$ cat config.mk
export PLATFORM = sky130hd
export DESIGN_NAME = gpu_output_arbiter
export DESIGN_NICKNAME = d
export VERILOG_FILES = /design/src/rtl/gpu_pkg.sv /design/src/rtl/gpu_rr_arbiter.sv /design/src/rtl/gpu_output_arbiter.sv
export VERILOG_INCLUDE_DIRS = /design/src /design/src/rtl
export SDC_FILE = /design/constraint.sdc
export NUM_CORES = 1
export LEC_CHECK = 0
export ABC_CLOCK_PERIOD_IN_PS = 5800
export CORE_ASPECT_RATIO = 2
export CORE_MARGIN = 10
export CORE_UTILIZATION = 40
export DETAILED_ROUTE_END_ITERATION = 10
export PLACE_DENSITY = 0.81
export SLEW_MARGIN = 25
export SYNTH_ARGS = -nofsm -noshare
export SYNTH_HDL_FRONTEND = slang
export SYNTH_SLANG_ARGS = --single-unit
export TNS_END_PERCENT = 20
$ cat constraint.sdc
create_clock -name clk -period 5.8 [get_ports clk]
set_clock_uncertainty 0.2 [all_clocks]
set_input_delay 1.16 -clock clk [delete_from_list [all_inputs] [get_ports clk]]
set_output_delay 1.16 -clock clk [all_outputs]
set_load 0.02 [all_outputs]
$ cat src/rtl/gpu_definitions.vh
// rtl/gpu_definitions.vh - screen coordinate widths shared by the gpu blocks
`ifndef GPU_DEFINITIONS_VH
`define GPU_DEFINITIONS_VH

`define WIDTH_BITS  10
`define HEIGHT_BITS 9

`endif

$ cat src/rtl/gpu_pkg.sv
// rtl/gpu_pkg.sv - shared gpu types, limits and helpers
// Purpose: arbiter FSM state enum, maximum channel count, one-hot decode.
// Ports: none (package).
package gpu_pkg;

    localparam int GPU_MAX_CH  = 8;
    localparam int GPU_MAX_IDW = 3;

    typedef enum logic {
        ARB = 1'b0,
        OWN = 1'b1
    } arb_state_e;

    // Index of the set bit in a one-hot vector; zero for an all-zero vector.
    function automatic logic [GPU_MAX_IDW-1:0] onehot_to_idx(input logic [GPU_MAX_CH-1:0] oh);
        logic [GPU_MAX_IDW-1:0] idx;
        idx = '0;
        for (int i = 0; i < GPU_MAX_CH; i++) begin
            if (oh[i]) begin
                idx = GPU_MAX_IDW'(i);
            end
        end
        return idx;
    endfunction

endpackage

$ cat src/rtl/gpu_rr_arbiter.sv
// rtl/gpu_rr_arbiter.sv - combinational round-robin / fixed-priority grant
// Purpose: picks one requester and returns a one-hot grant.
// Ports:
//   req_i        - request vector, one bit per channel
//   last_owner_i - channel granted most recently (round-robin pointer)
//   grant_o      - one-hot grant, all zero when nothing requests
module gpu_rr_arbiter
    import gpu_pkg::*;
#(
    parameter int NUM_CH = 4,
    parameter int RR_EN  = 1,
    parameter int IDW    = $clog2(NUM_CH)
) (
    input  logic [NUM_CH-1:0] req_i,
    input  logic [IDW-1:0]    last_owner_i,
    output logic [NUM_CH-1:0] grant_o
);

    logic           found;
    logic [IDW-1:0] idx;

    always_comb begin
        grant_o = '0;
        found   = 1'b0;
        idx     = '0;
        if (RR_EN != 0) begin
            // Scan starts one past the last owner and wraps, so the last owner
            // is considered only after every other channel.
            for (int i = 1; i <= NUM_CH; i++) begin
                idx = IDW'((int'(last_owner_i) + i) % NUM_CH);
                if (!found && req_i[idx]) begin
                    grant_o[idx] = 1'b1;
                    found        = 1'b1;
                end
            end
        end else begin
            for (int i = 0; i < NUM_CH; i++) begin
                if (!found && req_i[i]) begin
                    grant_o[i] = 1'b1;
                    found      = 1'b1;
                end
            end
        end
    end

endmodule

$ cat src/rtl/gpu_output_arbiter.sv
// rtl/gpu_output_arbiter.sv - merges rasteriser pixel streams into one output
// Purpose: grants one channel at a time, keeps a primitive's pixels together,
//          and registers the winning pixel for the downstream consumer.
// Ports:
//   clk, rst            - clock, asynchronous active-high reset
//   ch_valid_i/last_i   - per-channel pixel valid / last pixel of primitive
//   ch_x_i, ch_y_i      - packed per-channel coordinates (channel k at k*W)
//   ch_ready_o          - per-channel accept, at most one bit set
//   x_o, y_o, ch_id_o   - registered output pixel and its source channel
//   data_ready_o        - output pixel valid
//   out_ready_i         - downstream accept
//   pixel_count_o       - pixels delivered downstream since reset
`include "gpu_definitions.vh"

module gpu_output_arbiter
    import gpu_pkg::*;
#(
    parameter int NUM_CH = 4,
    parameter int XW     = `WIDTH_BITS,
    parameter int YW     = `HEIGHT_BITS,
    parameter int RR_EN  = 1
) (
    input  logic                       clk,
    input  logic                       rst,
    input  logic [NUM_CH-1:0]          ch_valid_i,
    input  logic [NUM_CH-1:0]          ch_last_i,
    input  logic [NUM_CH*XW-1:0]       ch_x_i,
    input  logic [NUM_CH*YW-1:0]       ch_y_i,
    output logic [NUM_CH-1:0]          ch_ready_o,
    output logic [XW-1:0]              x_o,
    output logic [YW-1:0]              y_o,
    output logic [$clog2(NUM_CH)-1:0]  ch_id_o,
    output logic                       data_ready_o,
    input  logic                       out_ready_i,
    output logic [31:0]                pixel_count_o
);

    localparam int IDW = $clog2(NUM_CH);

    arb_state_e        state_q;
    logic [IDW-1:0]    owner_q;
    logic [IDW-1:0]    last_owner_q;
    logic [XW-1:0]     x_q;
    logic [YW-1:0]     y_q;
    logic [IDW-1:0]    id_q;
    logic              dv_q;
    logic [31:0]       cnt_q;
    logic [31:0]       cnt_d;

    logic [NUM_CH-1:0] arb_grant;
    logic [NUM_CH-1:0] grant;
    logic [IDW-1:0]    gidx;
    logic              can_load;
    logic              xfer;

    gpu_rr_arbiter #(
        .NUM_CH (NUM_CH),
        .RR_EN  (RR_EN),
        .IDW    (IDW)
    ) u_arb (
        .req_i        (ch_valid_i),
        .last_owner_i (last_owner_q),
        .grant_o      (arb_grant)
    );

    always_comb begin
        // Output register can take a pixel when empty or draining this cycle.
        can_load = !dv_q || out_ready_i;
        grant    = '0;
        gidx     = '0;
        if (state_q == OWN) begin
            // The owner keeps the grant even with valid low: no interleaving.
            grant[owner_q] = 1'b1;
            gidx           = owner_q;
        end else begin
            grant = arb_grant;
            gidx  = IDW'(onehot_to_idx(GPU_MAX_CH'(arb_grant)));
        end
        ch_ready_o = (can_load && !rst) ? grant : '0;
        xfer       = |(ch_valid_i & ch_ready_o);
        cnt_d      = (dv_q && out_ready_i) ? cnt_q + 32'd1 : cnt_q;
    end

    always_ff @(posedge clk or posedge rst) begin
        if (rst) begin
            state_q      <= ARB;
            owner_q      <= '0;
            last_owner_q <= IDW'(NUM_CH - 1);
            x_q          <= '0;
            y_q          <= '0;
            id_q         <= '0;
            dv_q         <= 1'b0;
            cnt_q        <= '0;
        end else begin
            cnt_q <= cnt_d;
            if (xfer) begin
                x_q          <= ch_x_i[gidx*XW +: XW];
                y_q          <= ch_y_i[gidx*YW +: YW];
                id_q         <= gidx;
                dv_q         <= 1'b1;
                last_owner_q <= gidx;
            end else if (out_ready_i) begin
                dv_q <= 1'b0;
            end
            case (state_q)
                ARB: begin
                    if (xfer && !ch_last_i[gidx]) begin
                        state_q <= OWN;
                        owner_q <= gidx;
                    end
                end
                OWN: begin
                    if (xfer && ch_last_i[gidx]) begin
                        state_q <= ARB;
                    end
                end
                default: state_q <= ARB;
            endcase
        end
    end

    assign x_o           = x_q;
    assign y_o           = y_q;
    assign ch_id_o       = id_q;
    assign data_ready_o  = dv_q;
    assign pixel_count_o = cnt_q;

endmodule

### Word level (Yosys, flattened, before mapping)

Cells that the tools add are included.

* add/sub/neg operators: 5
* $mul: 2
* order comparisons: 11
* shift-type cells: 2
* multiplexer cells: 38
* bitwise gates (word level): 5
* reductions and logical operators: 22

Operators by type and width (number)
* 40-bit by 7-bit variable part select with 10-bit output: 1
* 36-bit by 7-bit variable part select with 9-bit output: 1
* 32-bit by 1-bit adder with 32-bit output, second input constant: 1
* 4-bit 2-to-1 mux: 6
* 2-bit by 3-bit < comparator with 1-bit output, second input constant: 6
* 1-bit 2-to-1 mux: 18
* 1-bit logical AND: 12
* 4-bit OR: 3
* 1-bit binary-select mux with 2-bit select: 5
* 1-bit demux with 2-bit select: 5
* 2-bit by 1-bit >= comparator with 1-bit output, second input constant: 5
* 1-bit logical NOT: 6
* 2-bit by 4-bit multiplier with 6-bit output, second input constant: 1
* 2-bit 2-to-1 mux: 3
* 2-bit by 3-bit multiplier with 5-bit output, second input constant: 1
* 2-bit by 1-bit adder with 2-bit output, second input constant: 2
* 2-bit adder, second input constant: 2
* 4-bit AND: 1
* 4-bit OR reduction: 1
* 1-bit one-hot mux with 2 select lines: 1
* 2-bit AND reduction: 1
* 2-bit nonzero test: 1
* 1-bit logical OR: 1
* 1-bit inverter: 1

* flip-flop bits (word level): 59
* input bits: 87
* output and inout port bits: 58
* word-level logic and storage cells: 93

### Depth between registers and ports, before layout

* depth in word-level cells: 23
* depth in mapped cells: 13
* depth with buffers taken out: 10

### Modules after synthesis

From an unflattened synthesis, not the netlist that was laid out.

* cells, all modules: 345
* area total of the unflattened synthesis: 3767.4 µm²

Modules (own cells, without submodules)
* gpu_output_arbiter: instances 1, cells each 307, area an instance 3409.5 µm², seq. area each 1478.9 µm²
* gpu_rr_arbiter: instances 1, cells each 38, area an instance 357.8 µm², seq. area each 0.0 µm²

### Least setup slack after synthesis

No wires, ideal clock.

* path type: input port to output port
* start point: in rst
* end point: out ch_ready_o[2]
* data arrival time: 3.282 ns
* data required time: 4.440 ns
* path slack: 1.158 ns
* cell stages on the path: 4
* path buffers: 0
* path through: inv_1 nand2_1 nor2_1 o2bb2ai_1

* longest elaborated chain between the ends: 3

Ends and longest elaborated chain
* start: declaration: RTL line gpu_output_arbiter.sv:24 `input logic rst,`
* 1-bit logical NOT (no line)
* 1-bit logical AND: RTL line gpu_output_arbiter.sv:79 `ch_ready_o = (can_load && !rst) ? grant : '0;`
* 4-bit 2-to-1 mux: RTL line gpu_output_arbiter.sv:79
* end: declaration: RTL line gpu_output_arbiter.sv:29 `output logic [NUM_CH-1:0] ch_ready_o,`

No other way between the ends.

### Worst setup path after layout

* start point: in ch_valid_i[2]
* end point: out ch_ready_o[3]

* longest elaborated chain between the ends: 14
* elaborated cells between the ends (all ways): 26
* those cells by class: mux: 17; bitwise: 3; reduce/logical: 6

Ends and longest elaborated chain
* start: declaration: RTL line gpu_output_arbiter.sv:25 `input logic [NUM_CH-1:0] ch_valid_i,`
* 1-bit binary-select mux with 2-bit select: RTL line gpu_rr_arbiter.sv:31 `if (!found && req_i[idx]) begin`
* 1-bit 2-to-1 mux (not written as such): RTL line gpu_rr_arbiter.sv:31
* 1-bit 2-to-1 mux: RTL line gpu_rr_arbiter.sv:31
* 1-bit logical NOT: RTL line gpu_rr_arbiter.sv:31
* 1-bit logical AND: RTL line gpu_rr_arbiter.sv:31
* 1-bit 2-to-1 mux: RTL line gpu_rr_arbiter.sv:31
* 1-bit logical NOT: RTL line gpu_rr_arbiter.sv:31
* 1-bit logical AND: RTL line gpu_rr_arbiter.sv:31
* 1-bit 2-to-1 mux: RTL line gpu_rr_arbiter.sv:31
* 1-bit logical NOT: RTL line gpu_rr_arbiter.sv:31
* 1-bit logical AND: RTL line gpu_rr_arbiter.sv:31
* 4-bit 2-to-1 mux (*): RTL line gpu_rr_arbiter.sv:31
* 4-bit 2-to-1 mux (*): RTL line gpu_output_arbiter.sv:71 `if (state_q == OWN) begin`
* 4-bit 2-to-1 mux (*): RTL line gpu_output_arbiter.sv:79

Mark *: on every way between the ends. The rest lies on a longest branch, timed or not. The select of a mux whose other input is x is not followed.

==> impl_results.md <==
* Total negative slack at 0 ps
* Setup crit end kind: primary output
* Hold Crit Depth at 1
* Number of flops mapped to enable cells by yosys at 0
* Path depth of the worst reg2reg path at 11
* Critical path cell sequence: clkdlybuf4s50_1, mux4_2, nor4b_2, and2_1, a2111o_1, and2_1, clkdlybuf4s50_1
* Slowest-stage cell, CP: mux4_2
* Commonest non-fill, non-tap cells in the layout: clkdlybuf4s50_1 (144), dfrtp_1 (57), nand2_1 (46), mux2i_1 (40), xnor2_1 (25)
* Syn Nets at 435
* Die height at 154 µm
* CTS tree: yes
* Largest net degree at the start of global routing at 60
* Crit path kind: in -> out
* Unrepaired setup endpoints after global routing: no
* Max H-tree Level at 3
* Vias in the first global route at 3276
* Clk pin slew, worst setup/hold paths at 50 ps
* Die area at 13300 µm²
* WP data required at 4440 ps
* CTS Hold Bufs at 0
* Fmax at 0.187 GHz
* Sink Count at 59
* Final hold viol count at 0
* Final nets at 583
* Yosys warns at 0
* Avg Vias per Cell at 5.18
* Reg-to-reg slack, setup at 1680 ps
* Commonest non-fill, non-tap cell in the layout: clkdlybuf4s50_1
* #FFs+latches synth at 59
* GRT Residual Overflow at 0
* Final number of max-transition violations at 0
* Most used DFF post-synth: dfrtp_1
* WL final at 11300 µm
* Final setup vio count at 0
* Worst setup path start: ch_valid_i[2]
* Synth cell types at 46
* CP arrival at 4000 ps
* Multi-input gate area at 1990 µm²
* Starting Density at 41.3%
* DR vias at 3061
* Mux cell area share after synthesis at 21.0%
* Main combinational cell family by area after synthesis: multiplexers
* Hold endpoint: pixel_count_o[29]
* Post-route ant nets at 0
* Clock Tree Buf Depth at 2
* Crit-path leading delay family: buffers and inverters
* DIE WIDTH at 86.8 µm
* Inserted Diodes at 0
* CTS Buf Count at 9
* Startpoint types: primary input
* Clk root buf: clkbuf_16
* Clk_lat worst skew at 320 ps
* Routed wire per std cell at 19.2 µm
* Buf/Inv on CP at 2
* Peak supply drop at 0.260 mV
* Core Area at 8650 µm²
* I/O pin count at 145
* Share of cells above drive strength 1 at 11.6%
* Area Growth Syn to Fin at 51.9%
* Status: finished, final reports clean
* First-pass GRT wire length at 17800 µm
* Final worst path period need at 5360 ps
* Pre-Repair DR Iteration Count at 4
* DRC errors left at 0
* Worst slew pin tran at 855 ps
* Crit path largest cell delay at 630 ps
* Global placer's final weighted congestion at 0.847
* Post-synth ARST share at 100%
* Pwr dens at 542 nW/µm²
* Slew margin rel. at 43.0%
* Final Cycle Share at 92.3%
* Register area share after synthesis at 41.4%
* Leak at 2.43 nW
* Complex-gate fraction of the synthesized area at 9.81%
* Post-CTS sizing at 0
* HP Class: reg -> reg
* Reg-to-reg endpoint: x_o[5]
* Initial DRC count at 81
* Dpl hpwl at 9250 µm
* Worst reg2reg startpoint: last_owner_q[0]
* Std cell rows at 48
* Initial antenna violation count at 0
* Global router's overall resource usage at 16.8%
* Crit-path max FO at 10
* Netlist Area Pre-Place at 3570 µm²
* Port Buffers at 144
* Total Power at 0.00294 W
* Cells after synthesis at 339
* FF/Latch Area at 1480 µm²
* Syn_area_per_cell at 10.5 µm²
* Synth Area in XOR/XNOR at 7.61%
* Number of post-CTS setup repair buffers at 0
* Adder-cell share of the synthesized area at 3.15%
* Hold Crit Start: pixel_count_o[29]
* Max cap viols at 0
* Simple-gate share of the synthesized area at 13.6%
* Filler cells at 737
## power breakdown
part	leakage [nW]	internal, W	switching [W]
combinational	1.53	0.000878	0.000905
sequential	0.760	0.000534	0.000104
clock	0.137	0.000330	0.000186
## final cells by class
| class | count | share of cell area, % |
|---|---|---|
| timing repair buffer | 150 | 27.6 |
| inverter | 9 | 0.623 |
| clock inverter | 6 | 1.25 |
| multi-input combinational | 258 | 36.8 |
| tap | 100 | 2.31 |
| sequential | 59 | 27.3 |
| clock buffer | 9 | 4.15 |
## state kept, by name, summed over array words and instances, names as in the netlist, named ones only
name	cells
pixel_count_o	32
ch_id_o	2
y_o	9
last_owner_q	2
owner_q	2
x_o	10
data_ready_o	1
## cell usage after synthesis, drive strengths merged, types with 3 or more instances
cell type | number | area [µm²]
nor2b | 3 | 18.8
o21ai | 25 | 129
nor3 | 3 | 15.0
inv | 9 | 33.8
xnor2 | 25 | 219
a21oi | 8 | 40.0
nor2 | 9 | 33.8
dfrtp | 57 | 1430
xor2 | 6 | 52.6
nand4 | 9 | 56.3
and3 | 4 | 25.0
nand3 | 9 | 45.0
mux2 | 23 | 259
mux4 | 4 | 90.1
mux2i | 40 | 400
ha | 9 | 113
nand2 | 46 | 173
buf | 11 | 78.8
o211ai | 3 | 22.5
and2 | 9 | 56.3
## stage by stage
stage,util (%),setup WS (ps),cells,hold slack [ps],cell area [µm²]
finish,62.7,445,591,282,5420
global route,62.7,268,591,303,5420
CTS,62.7,429,591,287,5420
detailed placement,59.3,437,576,276,5130
global placement,59.3,506,576,269,5130
floorplan,-,1160,339,315,3570
## worst reg2reg max path, stage by stage, from the launching register on
cell and delay (ps):
dfstp_2 660, inv_1 140, ha_1 360, mux4_2 430
nor3b_2 400, a2bb2oi_1 190, and2_1 230, a21boi_4 620
buf_12 290, mux2i_1 110, mux2_2 290, o21ai_1 140
## layer usage
layer / GRT usage (%) / share of wire (%) / vias to the layer above
met5: 0 / 0 / -
met4: 5.90 / 2.1 / 0
met3: 4.60 / 5.6 / 17
met2: 31.6 / 57 / 88
met1: 16.4 / 36 / 1452
li1: - / - / 1504
## worst max path at each step
stage                     slack, ps            end  cells past startpoint
after floorplan                1160  ch_ready_o[2]                      4
after global placement          510  ch_ready_o[3]                      7
after detailed placement        440  ch_ready_o[2]                      7
after CTS                       430  ch_ready_o[3]                      7
after global routing            270  ch_ready_o[3]                      7
final                           440  ch_ready_o[3]                      7
## cells by family (layout without fill, tap and decap cells)
logic type | count (synthesis) | after routing
adder cells (fa/ha/maj) | 9 | 9
AO/OA/AOI/OAI | 52 | 52
buffers and inverters | 22 | 174
AND/OR/NAND/NOR | 99 | 99
multiplexers | 67 | 67
XOR/XNOR | 31 | 31
flip-flops | 59 | 59
Note: power is estimated with default switching activity, not from simulation.
